[src/rtl/breath_led_array_if.sv]
// Control and LED-drive bundle between the stopwatch controller and the breathing-LED driver.
// The controller side drives enable/hold/restart/mode; the driver returns the LED drive and ramp status.
interface breath_led_array_if #(
   parameter int CHANNELS = 4,
   parameter int PWM_BITS = 10
);
   logic                  enable;
   logic                  hold;
   logic                  restart;
   logic [2*CHANNELS-1:0] mode;
   logic [CHANNELS-1:0]   led;
   logic [PWM_BITS-1:0]   level;
   logic                  breath_done;

   modport master (
      output enable, hold, restart, mode,
      input  led, level, breath_done
   );

   modport slave (
      input  enable, hold, restart, mode,
      output led, level, breath_done
   );
endinterface

[src/rtl/breath_led_array.sv]
// Multi-channel breathing-LED driver: a shared prescaler, PWM counter and triangle ramp feed
// per-channel off / on / breathe / antiphase-breathe outputs.
//
// dir | meaning
// UP  | level counting toward MAX on each step
// DN  | level counting toward 0 on each step
module breath_led_array #(
   parameter int CHANNELS     = 4,
   parameter int CLK_DIV      = 50,
   parameter int PWM_BITS     = 10,
   parameter int STEP_PERIODS = 1
) (
   input  logic             CLK_50MHz,
   input  logic             reset_n,
   breath_led_array_if.slave bus
);
   localparam int PRESC_W = (CLK_DIV > 1) ? $clog2(CLK_DIV) : 1;
   localparam int STEP_W  = (STEP_PERIODS > 1) ? $clog2(STEP_PERIODS) : 1;
   localparam logic [PRESC_W-1:0]  PRESC_LAST = PRESC_W'(CLK_DIV - 1);
   localparam logic [STEP_W-1:0]   STEP_LAST  = STEP_W'(STEP_PERIODS - 1);
   localparam logic [PWM_BITS-1:0] MAX        = {PWM_BITS{1'b1}};
   localparam logic [PWM_BITS-1:0] ONE        = PWM_BITS'(1);
   localparam logic [0:0]          DIR_UP     = 1'b0;
   localparam logic [0:0]          DIR_DN     = 1'b1;

   logic [PRESC_W-1:0]  r_presc;
   logic [PWM_BITS-1:0] r_pwm_cnt;
   logic [STEP_W-1:0]   r_step_cnt;
   logic [PWM_BITS-1:0] r_level;
   logic [0:0]          r_dir;
   logic [CHANNELS-1:0] r_led;
   logic                r_breath_done;

   logic                w_tick;
   logic                w_pwm_wrap;
   logic                w_step_last;
   logic                w_step_evt;
   logic [CHANNELS-1:0] w_led_nxt;

   assign w_tick      = (r_presc == PRESC_LAST);
   assign w_pwm_wrap  = w_tick && (r_pwm_cnt == MAX);
   assign w_step_last = (r_step_cnt == STEP_LAST);
   assign w_step_evt  = w_pwm_wrap && w_step_last && !bus.hold;

   always_ff @(posedge CLK_50MHz) begin
      if (!reset_n || bus.restart) begin
         r_presc    <= '0;
         r_pwm_cnt  <= '0;
         r_step_cnt <= '0;
         r_level    <= '0;
         r_dir      <= DIR_UP;
      end else begin
         r_presc <= w_tick ? '0 : r_presc + 1'b1;
         if (w_tick)
            r_pwm_cnt <= r_pwm_cnt + 1'b1;
         // hold freezes the step counter too, so a pending step fires right after release
         if (w_pwm_wrap && !bus.hold)
            r_step_cnt <= w_step_last ? '0 : r_step_cnt + 1'b1;
         if (w_step_evt) begin
            case (r_dir)
               DIR_UP: begin
                  if (r_level == MAX) begin
                     r_dir   <= DIR_DN;
                     r_level <= MAX - ONE;
                  end else begin
                     r_level <= r_level + ONE;
                  end
               end
               default: begin
                  if (r_level == '0) begin
                     r_dir   <= DIR_UP;
                     r_level <= ONE;
                  end else begin
                     r_level <= r_level - ONE;
                  end
               end
            endcase
         end
      end
   end

   always_comb begin
      w_led_nxt = '0;
      for (int i = 0; i < CHANNELS; i++) begin
         case (bus.mode[2*i +: 2])
            2'b01:   w_led_nxt[i] = 1'b1;
            2'b10:   w_led_nxt[i] = (r_pwm_cnt < r_level);
            2'b11:   w_led_nxt[i] = (r_pwm_cnt < (MAX - r_level));
            default: w_led_nxt[i] = 1'b0;
         endcase
      end
      if (!bus.enable)
         w_led_nxt = '0;
   end

   always_ff @(posedge CLK_50MHz) begin
      if (!reset_n) begin
         r_led         <= '0;
         r_breath_done <= 1'b0;
      end else begin
         r_led         <= w_led_nxt;
         r_breath_done <= w_step_evt && !bus.restart && (r_dir == DIR_DN) && (r_level == ONE);
      end
   end

   assign bus.led         = r_led;
   assign bus.level       = r_level;
   assign bus.breath_done = r_breath_done;
endmodule
[src/flat_wrapper.sv]
// flat-port wrapper written by rule: the top's interface ports become plain ports
module breath_led_array_flat 
#(
   parameter int CHANNELS     = 4,
   parameter int CLK_DIV      = 50,
   parameter int PWM_BITS     = 10,
   parameter int STEP_PERIODS = 1
)
  (CLK_50MHz, reset_n, bus_enable, bus_hold, bus_restart, bus_mode, bus_led, bus_level, bus_breath_done);
  breath_led_array_if #(.CHANNELS(CHANNELS), .PWM_BITS(PWM_BITS)) bus_i ();
  input  logic CLK_50MHz;
  input  logic reset_n;
  input wire logic [$bits(bus_i.enable)-1:0] bus_enable;
  input wire logic [$bits(bus_i.hold)-1:0] bus_hold;
  input wire logic [$bits(bus_i.restart)-1:0] bus_restart;
  input wire logic [$bits(bus_i.mode)-1:0] bus_mode;
  output wire logic [$bits(bus_i.led)-1:0] bus_led;
  output wire logic [$bits(bus_i.level)-1:0] bus_level;
  output wire logic [$bits(bus_i.breath_done)-1:0] bus_breath_done;
  assign bus_i.enable = bus_enable;
  assign bus_i.hold = bus_hold;
  assign bus_i.restart = bus_restart;
  assign bus_i.mode = bus_mode;
  assign bus_led = bus_i.led;
  assign bus_level = bus_i.level;
  assign bus_breath_done = bus_i.breath_done;
  breath_led_array #(.CHANNELS(CHANNELS), .CLK_DIV(CLK_DIV), .PWM_BITS(PWM_BITS), .STEP_PERIODS(STEP_PERIODS)) u_core (.CLK_50MHz(CLK_50MHz), .reset_n(reset_n), .bus(bus_i));
endmodule
[config.mk]
export PLATFORM = sky130hd
export DESIGN_NAME = breath_led_array_flat
export DESIGN_NICKNAME = d
export VERILOG_FILES = /design/src/rtl/breath_led_array_if.sv /design/src/rtl/breath_led_array.sv /design/src/flat_wrapper.sv
export SDC_FILE = /design/constraint.sdc
export NUM_CORES = 1
export LEC_CHECK = 0
export BUFFER_PORTS_ARGS = -buffer_cell sky130_fd_sc_hd__buf_2
export CAP_MARGIN = 10
export CORE_MARGIN = 1
export CORE_UTILIZATION = 45
export DETAILED_ROUTE_END_ITERATION = 6
export SKIP_CTS_REPAIR_TIMING = 1
export SKIP_LAST_GASP = 1
export SYNTH_ARGS = -nofsm -noshare
export SYNTH_HDL_FRONTEND = slang
export SYNTH_SLANG_ARGS = --single-unit
[constraint.sdc]
create_clock -name CLK_50MHz -period 3.05 [get_ports CLK_50MHz]
set_input_delay 0.305 -clock CLK_50MHz [delete_from_list [all_inputs] [get_ports CLK_50MHz]]
set_output_delay 0.305 -clock CLK_50MHz [all_outputs]
set_load 0.005 [all_outputs]
==> flow_metrics.tcl <==
set metrics [dict create \
    yosysWarnings 0 \
    diodes 0 \
    seq_area_frac_synth_pct 27.8 \
    rsz0062_at_grt "false" \
    start_kind "flop" \
    placed_area_mm2 0.00251 \
    io_buffers 27 \
    cp.arrival_ns 2.48 \
    crit_path_end_kind "flop" \
    synth_edf_count 0 \
    crit_buf_inv 0 \
    overflow 0 \
    antenna_left 0 \
    track_usage_pct 24.5 \
    finalSetupViolCount 0 \
    layout_min_cycle_time_ns 2.35 \
    clock.fmax_mhz 426 \
    status "finished, final reports clean" \
    clkTransAtPathRegs_ns 0.07 \
    synth_ff_type "dfxtp_1" \
    hpwlAfterDp_um 4400 \
    drive_gt1_share_pct 16.8 \
    power_density_mw_per_mm2 330 \
    num_rows 25 \
    yosys.area.top_type "dfxtp_1" \
    crit_path_top_delay_cell "or4b_1" \
    synth_nets 319 \
    insertion_delay_ns 0.28 \
    tns_ns 0 \
    pin_count 28 \
    slew_headroom_pct 44.3 \
    syn_area_per_cell_um2 8.22 \
    tightest_slew_ns 0.835 \
    h-tree-depth 2 \
    crit_chain "and4bb_4 > nand4_4 > or4b_1 > o41ai_1 > a21oi_1" \
    antenna_found_initial 0 \
    path_max_fanout 14 \
    coreArea_mm2 0.00482 \
    synthArstFlopShare_pct 0 \
    die_w_um 73.6 \
    peakVddDrop_uv 286 \
    design_area_mm2 0.00262 \
    power.leakage_nw 1.01 \
    clock_path_buffers 2 \
    synth_area_leaders "dfxtp_1 28%, ha_1 14%, nand3_1 4.1%, o21ai_0 3.9%, nor2_1 3.4%" \
    first_pass_iters 4 \
    ys_ff_latch 32 \
    report.final.slew_viol_count 0 \
    netlist.area_leader.share_pct 27.8 \
    fillCellCount 484 \
    areaGrowthSynthToFinish_pct 13.4 \
    clock_sinks 32 \
    drc 0 \
    crit_required_ns 3.18 \
    totalWireLength_um 5970 \
    cap_violations 0 \
    die_area_mm2 0.00542 \
    cts_tree "done" \
    skew_ns 0.00348 \
    viasPerCell 5.81 \
    final_nets 346 \
    grt_pass1_vias 2107 \
    critPathKind "reg -> reg" \
    syn_inst 281 \
    wl_per_cell_um 15.9 \
    die_y_um 73.6 \
    start_util_pct 47.9 \
    crit_family "simple AND/OR/NAND/NOR gates" \
    grt_max_degree 21 \
    drt_iter0_markers 142 \
    cts-buffers-inserted 5 \
    hold_violations 0 \
    layout_commonest_cell "dfxtp_1" \
    max_stage_delay_ns 0.80 \
    synth.distinct_cells 52 \
    grt_pass1_wl_um 10100 \
    layout_common_cells "32 x dfxtp_1, 27 x buf_2, 25 x ha_1" \
    vias 2184 \
    fin_crit_sh_pct 77.1 \
    synth_area_mm2 0.00231 \
    gp_congestion 0.832 \
    hold_path.class "in -> reg" \
    root_buffer "clkbuf_8" \
]
metal layers:
| layer | GRT usage, % | vias up | part of all wire, % |
|---|---|---|---|
| met2 | 39.0 | 70 | 46 |
| met3 | 5.90 | 7 | 5.9 |
| met4 | 8.55 | 0 | 1.1 |
| li1 | - | 1102 | - |
| met1 | 32.2 | 1005 | 47 |
| met5 | 0 | - | 0 |
cell type report:
cell class                      instances  area, um2  share of cell area, %
Clock buffer                            5       68.8                   2.63
Clock inverter                          3       42.5                   1.63
Inverter                               16       60.1                   2.29
Multi-Input combinational cell        220       1540                   58.9
Sequential cell                        32        641                   24.5
Tap cell                               67       83.8                   3.20
Timing Repair Buffer                   33        180                   6.88
power by group:
part,internal [mW],switching (mW)
clock,0.242,0.168
combinational,0.0141,0.0180
sequential,0.421,0.00153
total,0.677,0.187
Yosys cell counts (3+ instances only):
master and count:
a211oi_1 4, a21oi_1 13, a221oi_1 4, a31oi_1 6, a32o_1 4, and3_1 7, clkbuf_1 8, dfxtp_1 32
ha_1 25, inv_1 16, nand2_1 10, nand2b_1 6, nand3_1 19, nand4_1 4, nor2_1 21, nor2b_1 7
nor3_1 12, nor4_1 7, o21ai_0 18, or3_1 3, or4_1 3, xnor2_1 6, xor2_1 4
per-stage QoR:
stage	hold WS, ns	std cells	worst slack [ns]	utilization, %	power, mW
CTS	0.364	376	0.705	54.3	0.870
detailed placement	0.466	368	0.732	52.0	0.464
finish	0.370	376	0.700	54.3	0.864
global route	0.377	376	0.485	54.3	0.898
global placement	0.457	368	0.764	52.0	0.464
floorplan	0.433	281	0.870	-	0.448
sequential cells by signal, summed over array words and instances (netlist names):
signal and cells:
u_core.r_pwm_cnt 10, u_core.bus.led 4, u_core.bus.breath_done 1, u_core.bus.level 10, u_core.r_presc 6, u_core.r_dir 1
worst reg2reg max path, stage by stage (launching register included):
cell      delay (ns)
dfxtp_1         0.34
and4bb_4        0.39
nand4_4         0.14
or4b_1          0.80
o41ai_1         0.45
a21oi_1         0.10
cell families (layout without fill, tap and decap cells):
logic type | after synthesis | after routing | synth area share [%]
AND/OR/NAND/NOR | 114 | 114 | 28.5
XOR/XNOR | 10 | 10 | 3.79
multiplexers | 1 | 1 | 0.434
flip-flops | 32 | 32 | 27.8
buffers and inverters | 29 | 57 | 5.47
adder cells (fa/ha/maj) | 25 | 25 | 13.6
AO/OA/AOI/OAI | 70 | 70 | 20.5
final timing paths:
check / startpoint / endpoint / slack [ns] / cells past startpoint
worst max-delay path: u_core.r_presc[2] / u_core.bus.level[4] / 0.70 / 5
worst min-delay path: bus_mode[5] / u_core.bus.led[2] / 0.37 / 3
worst max register to register: u_core.r_presc[2] / u_core.bus.level[4] / 0.70 / 5
worst min register to register: u_core.r_presc[0] / u_core.r_presc[0] / 0.48 / 1
Power figures use the tool's default switching activity.
